<file path="src/rtl/fifo_serializer_if.sv">
// FIFO-side bundle for fifo_serializer: occupancy, head word and pop strobe.
// master = FIFO (drives count/data_in), slave = serializer (drives pop).
interface fifo_serializer_if #(
    parameter int Depth = 4,
    parameter int Bits  = 8
);
    localparam int CW = $clog2(Bits + 1);

    logic [CW-1:0]    count;
    logic [Depth-1:0] data_in;
    logic             pop;

    modport master (output count, output data_in, input pop);
    modport slave  (input count, input data_in, output pop);
endinterface

</file>
<file path="src/rtl/fifo_serializer.sv">
// FIFO drain stage: pops one word at a time and sends it as a start/data(LSB first)/stop frame.
// Optional even-parity bit before STOP when FIFO_SER_PARITY_EN is defined.
module fifo_serializer #(
    parameter int Depth = 4,
    parameter int Bits  = 8,
    parameter int DIV   = 4
) (
    input  logic             clk,
    input  logic             rst_n,
    input  logic             en,
    fifo_serializer_if.slave fifo,
    output logic             tx,
    output logic             busy,
    output logic             frame_done
);
    localparam int CW = $clog2(Bits + 1);
    localparam int BW = (DIV > 1) ? $clog2(DIV) : 1;
    localparam int NW = (Depth > 1) ? $clog2(Depth) : 1;
    localparam logic [BW-1:0] BAUD_LAST = BW'(DIV - 1);
    localparam logic [NW-1:0] BIT_LAST  = NW'(Depth - 1);

    typedef enum logic [2:0] {
        IDLE   = 3'd0,
        LOAD   = 3'd1,
        START  = 3'd2,
        DATA   = 3'd3,
        PARITY = 3'd4,
        STOP   = 3'd5
    } state_t;

    state_t           state, state_next;
    logic [BW-1:0]    baud;
    logic [NW-1:0]    bit_cnt;
    logic [Depth-1:0] shreg;
    logic [CW-1:0]    occ;
    logic             baud_end;

    assign occ      = fifo.count;
    assign baud_end = (baud == BAUD_LAST);

    always_ff @(posedge clk or negedge rst_n) begin
        if (!rst_n) state <= IDLE;
        else        state <= state_next;
    end

    always_comb begin
        state_next = state;
        case (state)
            IDLE:  if (en && occ != '0) state_next = LOAD;
            LOAD:  state_next = START;
            START: if (baud_end) state_next = DATA;
            DATA: begin
                if (baud_end && bit_cnt == BIT_LAST) begin
`ifdef FIFO_SER_PARITY_EN
                    state_next = PARITY;
`else
                    state_next = STOP;
`endif
                end
            end
`ifdef FIFO_SER_PARITY_EN
            PARITY: if (baud_end) state_next = STOP;
`endif
            STOP:  if (baud_end) state_next = IDLE;
            default: state_next = IDLE;
        endcase
    end

    // Baud counter restarts on every state entry and at each bit boundary in DATA.
    always_ff @(posedge clk or negedge rst_n) begin
        if (!rst_n) begin
            baud    <= '0;
            bit_cnt <= '0;
        end else begin
            if (state == IDLE || state_next != state || baud_end) baud <= '0;
            else                                                 baud <= baud + 1'b1;

            if (state != DATA)  bit_cnt <= '0;
            else if (baud_end)  bit_cnt <= bit_cnt + 1'b1;
        end
    end

    // Head word is captured on the edge that ends LOAD, the same edge the FIFO pops on.
    always_ff @(posedge clk or negedge rst_n) begin
        if (!rst_n)                       shreg <= '0;
        else if (state == LOAD)           shreg <= fifo.data_in;
        else if (state == DATA && baud_end) shreg <= shreg >> 1;
    end

`ifdef FIFO_SER_PARITY_EN
    logic par;
    always_ff @(posedge clk or negedge rst_n) begin
        if (!rst_n)             par <= 1'b0;
        else if (state == LOAD) par <= ^fifo.data_in;
    end
`endif

    always_ff @(posedge clk or negedge rst_n) begin
        if (!rst_n) begin
            fifo.pop <= 1'b0;
            busy     <= 1'b0;
        end else begin
            fifo.pop <= (state_next == LOAD);
            busy     <= (state_next != IDLE);
        end
    end

    always_comb begin
        tx = 1'b1;
        case (state)
            START:  tx = 1'b0;
            DATA:   tx = shreg[0];
`ifdef FIFO_SER_PARITY_EN
            PARITY: tx = par;
`endif
            default: tx = 1'b1;
        endcase
    end

    assign frame_done = (state == STOP) && baud_end;
endmodule

</file>
<file path="src/flat_wrapper.sv">
// flat-port wrapper written by rule: the top's interface ports become plain ports
module fifo_serializer_flat 
#(
    parameter int Depth = 4,
    parameter int Bits  = 8,
    parameter int DIV   = 4
)
  (clk, rst_n, en, tx, busy, frame_done, fifo_count, fifo_data_in, fifo_pop);
  fifo_serializer_if #(.Depth(Depth), .Bits(Bits)) fifo_i ();
  input  logic clk;
  input  logic rst_n;
  input  logic en;
  output logic tx;
  output logic busy;
  output logic frame_done;
  input wire logic [$bits(fifo_i.count)-1:0] fifo_count;
  input wire logic [$bits(fifo_i.data_in)-1:0] fifo_data_in;
  output wire logic [$bits(fifo_i.pop)-1:0] fifo_pop;
  assign fifo_i.count = fifo_count;
  assign fifo_i.data_in = fifo_data_in;
  assign fifo_pop = fifo_i.pop;
  fifo_serializer #(.Depth(Depth), .Bits(Bits), .DIV(DIV)) u_core (.clk(clk), .rst_n(rst_n), .en(en), .fifo(fifo_i), .tx(tx), .busy(busy), .frame_done(frame_done));
endmodule
</file>
<file path="config.mk">
export PLATFORM = sky130hd
export DESIGN_NAME = fifo_serializer_flat
export DESIGN_NICKNAME = d
export VERILOG_FILES = /design/src/rtl/fifo_serializer_if.sv /design/src/rtl/fifo_serializer.sv /design/src/flat_wrapper.sv
export SDC_FILE = /design/constraint.sdc
export NUM_CORES = 1
export LEC_CHECK = 0
export CORE_MARGIN = 1.5
export CORE_UTILIZATION = 46
export CTS_CLUSTER_DIAMETER = 60
export DETAILED_ROUTE_END_ITERATION = 7
export PLACE_DENSITY = 0.75
export SYNTH_ARGS = -nofsm -noshare
export SYNTH_HDL_FRONTEND = slang
export SYNTH_SLANG_ARGS = --single-unit
</file>
<file path="constraint.sdc">
create_clock -name clk -period 1.65 [get_ports clk]
set_input_delay 0.33 -clock clk [delete_from_list [all_inputs] [get_ports clk]]
set_output_delay 0.33 -clock clk [all_outputs]
set_load 0.005 [all_outputs]
</file>
After elaboration in Yosys (flattened, before gate mapping):

Index checks and enable logic that the tools add are counted.

* muxes and demuxes: 11
* equal/unequal tests: 9
* add/subtract/negate cells: 2
* reduce and logical (&&, ||, !) cells: 11

Operators by type and width (count)
* one-hot mux 3 bit (5 select lines): 1
* two-way mux 3 bit: 4
* two-way mux 4 bit: 2
* equality test 3 x 1 -> 1 bit, second input constant: 2
* equality test 3 x 2 -> 1 bit, second input constant: 2
* two-way mux 2 bit: 3
* adder 2 x 1 -> 2 bit, second input constant: 2
* equality test 2 bit, second input constant: 2
* logical AND 1 bit: 4
* nonzero test 2 bit: 2
* nonzero test 4 bit: 1
* equality test 3 bit, second input constant: 1
* zero test 3 bit: 1
* inequality test 3 x 2 -> 1 bit, second input constant: 1
* inequality test 3 bit: 1
* nonzero test 3 bit: 1
* logical OR 1 bit: 2
* one-hot mux 1 bit (2 select lines): 1

* word-level logic and storage cells: 39
* register bits: 13

Longest topological paths before layout:

* depth after elaboration: 8
* depth in mapped cells: 5
* gate-level depth less buffers: 4

Least setup slack after synthesis:

Ideal clock, no wire load.

* path type: reg-to-reg
* start: reg u_core.baud[0]
* end: reg u_core.state[2]
* arrival: 1.216 ns
* library setup time: 0.119 ns
* cell stages (with the launch flop): 6
* setup slack: 0.316 ns
* required time: 1.531 ns
* buffers on the path: 1
* cell sequence: dfrtp_1 -> ha_1 -> buf_2 -> and2b_1 -> and3_1 -> o21a_1

* longest elaborated chain between the ends: 4
* elaborated cells on any way between the ends: 6
* classes of those cells: eq/ne: 1; mux: 4; reduce/logical: 1

Ends and longest elaborated chain
* from (decl): RTL line fifo_serializer.sv:32 `logic [BW-1:0] baud;`
* from (signal assigned): RTL line fifo_serializer.sv:76 `else baud <= baud + 1'b1;`
* equality test 2 bit (*): RTL line fifo_serializer.sv:39 `assign baud_end = (baud == BAUD_LAST);`
* logical AND 1 bit: RTL line fifo_serializer.sv:53 `if (baud_end && bit_cnt == BIT_LAST) begin`
* two-way mux 3 bit: RTL line fifo_serializer.sv:53
* one-hot mux 3 bit (5 select lines) (*): RTL line fifo_serializer.sv:48 `case (state)`
* via u_core.state_next[2]: RTL line fifo_serializer.sv:31 `state_t state, state_next;`
* to (signal assigned): RTL line fifo_serializer.sv:43 `else state <= state_next;`
* to (decl): RTL line fifo_serializer.sv:31

Mark *: on every way through the listed nets, which the timed path passes. The rest lies on a longest branch.
A chain may end at the register's enable or synchronous reset.

Worst setup path after layout:

* start: reg u_core.state[1]
* end: out frame_done

* longest elaborated chain between the ends: 2

Ends and longest elaborated chain
* equality test 3 bit: RTL line fifo_serializer.sv:120 `assign frame_done = (state == STOP) && baud_end;`
* logical AND 1 bit: RTL line fifo_serializer.sv:120
* to (decl): RTL line flat_wrapper.sv:15 `output logic frame_done;`

Every way passes these cells.

==> impl_metrics.ini <==
[outcome]
status = completed

[yosys]
synth_edf_count = 0
syn_nets = 77
ys_seq_area_share_pct = 50.8
syn_inst = 64
synth.largest_area_cell = dfrtp_1
synth.distinct_cells = 29
synthTopCellsByArea = dfrtp_1, a32oi_1, ha_1, nand2_1, buf_2
synth.top_cell.area_share_pct = 50.8
syn_area_um2 = 641
ys_ff_latch = 13
async_flop_share_pct = 100
synthTopCellsByCount = dfrtp_1, nand2_1, buf_2, nor2_1
synthFlopType = dfrtp_1
synth_most_common_cell = dfrtp_1
avgSynthCellArea_um2 = 10.0
yosys_warnings = 0

[finish]
area_growth_pct = 35.7
diodes = 0
fin_area_um2 = 870
layout-drive-gt1-share_pct = 16.1
finalNetCount = 101
final_cells = 102

[pwr]
power_density_mw_per_mm2 = 1310
ir_worst_vdd_mv = 0.741
p_leak_nw = 0.391

[critical_path]
critPathLaunch = u_core.state[1]
setup.worst_path.end = frame_done
cp-start-kind = flip-flop
crit_type = flip-flop to primary output
r2r_end = u_core.shreg[1]
cp-end-kind = primary output
worstRegToRegCells = 5
cp_max_fo = 3
worstPathRequired_ns = 1.32
worstPathArrival_ns = 1.18
r2r_start = u_core.state[1]
r2r_slack_ns = 0.17

[placed_design]
place_hpwl_um = 908
port_buffers = 14
dp.cells = 94
placed_area_um2 = 820
gp_congestion = 0.709

[global_route]
overflow = 0
grt_usage_pct = 18.2
grt_pass1_vias = 463
grt_max_degree = 14
antenna_found_initial = 0
grt_pass1_wl_um = 1920

[die]
num_io_pins = 15
initial_utilization_pct = 49.2
die_area_mm2 = 0.00163
coreArea_mm2 = 0.00130
die_width_um = 40.3
rows = 13
die_y_um = 40.3

[timing]
timing.fmax_mhz = 663
worst_slew_pin_slew_ns = 0.279
drv_slew = 0
finalCritPeriodShare_pct = 91.5
hold_viol = 0
relSlewSlack_pct = 81.2
setup_violations = 0
rsz0062_at_grt = false
fin_crit_ns = 1.51
clock_skew_ns = 0.00616

[detailed_routing]
vias = 551
drt_wl_total_um = 1230
met3WireLength_um = 87
first_pass_iters = 4
wl_met1_um = 530
dr_wl_met2_um = 607
avgViaCountPerCell = 5.40
top_layer = met4
drc = 0
drt-wirelength-per-cell_um = 12.0
first_iter_violations = 12
ant_nets = 0

[hold_path]
worstHoldPathType = input port to async pin

[clock_tree]
path_clk_slew_ns = 0.08
insertion_delay_ns = 0.27
cts_buffers = 3
htree_levels = 1
cts-hold-fix-buffers = 0
root_buffer = clkbuf_4
clkSinkCount = 13
cts_max_path_buffers = 2
tritoncts = yes

[flow_run]
drv_cap = 0
[critical path, stage by stage, from the launching register on]
cell	delay, ns
dfrtp_1	0.38
buf_4	0.14
nand3b_1	0.17
nor2_1	0.11
clkbuf_2	0.12
[kinds of logic (layout without fill, tap and decap cells)]
logic type	count (synthesis)	after routing	synth area share, %
XOR/XNOR	1	1	1.37
buffers and inverters	7	30	5.08
AND/OR/NAND/NOR	25	25	21.5
adder cells (fa/ha/maj)	2	2	3.91
flip-flops	13	13	50.8
multiplexers	1	1	1.56
AO/OA/AOI/OAI	15	15	15.8
[state kept, by name, indices dropped and copies added (netlist names)]
signal / flops
u_core.baud: 2
u_core.fifo.pop: 1
u_core.busy: 1
u_core.bit_cnt: 2
u_core.state: 3
u_core.shreg: 4
[report_power, final]
part | switching, mW | internal [mW]
sequential | 0.0571 | 0.424
combinational | 0.230 | 0.233
clock | 0.0989 | 0.0936
total | 0.386 | 0.751
[metrics by stage]
step	utilization [%]	setup slack [ns]	total power [mW]	hold WS (ns)	setup TNS (ns)
2_1_floorplan	-	0.316	0.786	0.0344	0
3_5_place_dp	63.0	-0.0146	0.953	0.436	-0.0146
5_1_grt	66.8	0.0770	1.23	0.366	0
3_3_place_gp	63.0	0.0297	0.931	0.433	0
4_1_cts	67.1	0.0204	1.15	0.364	0
6_report	66.8	0.141	1.14	0.357	0
[worst min path at each step]
stage	startpoint	to	slack, ns	cells after the start
floorplan	rst_n	u_core.baud[0]	0.03	0
global placement	u_core.baud[0]	u_core.baud[0]	0.43	1
detailed placement	u_core.baud[0]	u_core.baud[0]	0.44	1
CTS	rst_n	u_core.fifo.pop	0.36	2
global route	rst_n	u_core.fifo.pop	0.37	2
finish	rst_n	u_core.fifo.pop	0.36	2
[metal layers]
metal  track usage, %  up-vias
met1             23.8      255
met2             29.4       16
li1                 -      278
met4             7.50        0
met5                0        -
met3             3.33        2
[placed cells by master, fill, tap and decap left out, types with 2 or more instances in the layout]
| cell | count |
|---|---|
| a21oi_1 | 3 |
| a32oi_1 | 3 |
| and3_1 | 2 |
| buf_4 | 10 |
| clkbuf_4 | 3 |
| clkdlybuf4s50_1 | 12 |
| dfrtp_1 | 13 |
| ha_1 | 2 |
| inv_1 | 2 |
| nand2_1 | 6 |
| nand3b_1 | 2 |
| nor2_1 | 4 |
| nor3_1 | 3 |
| o21ai_0 | 3 |
[timing repair]
item | 4_1_cts | 5_1_grt
setup endpoints to repair | 2 | 1
gates cloned | 0 | 0
resized for setup | 2 | 2
setup buffers | 4 | 0
[area by class of cell]
cell class | count | area [um^2]
fillers | 117 | 432
flip-flops and latches | 13 | 325
multi-input cells | 44 | 283
repair buffers | 24 | 209
clock buffers | 4 | 26.3
well taps | 15 | 18.8
inverters | 2 | 7.51
No activity file was read; power rests on OpenSTA's default activity.
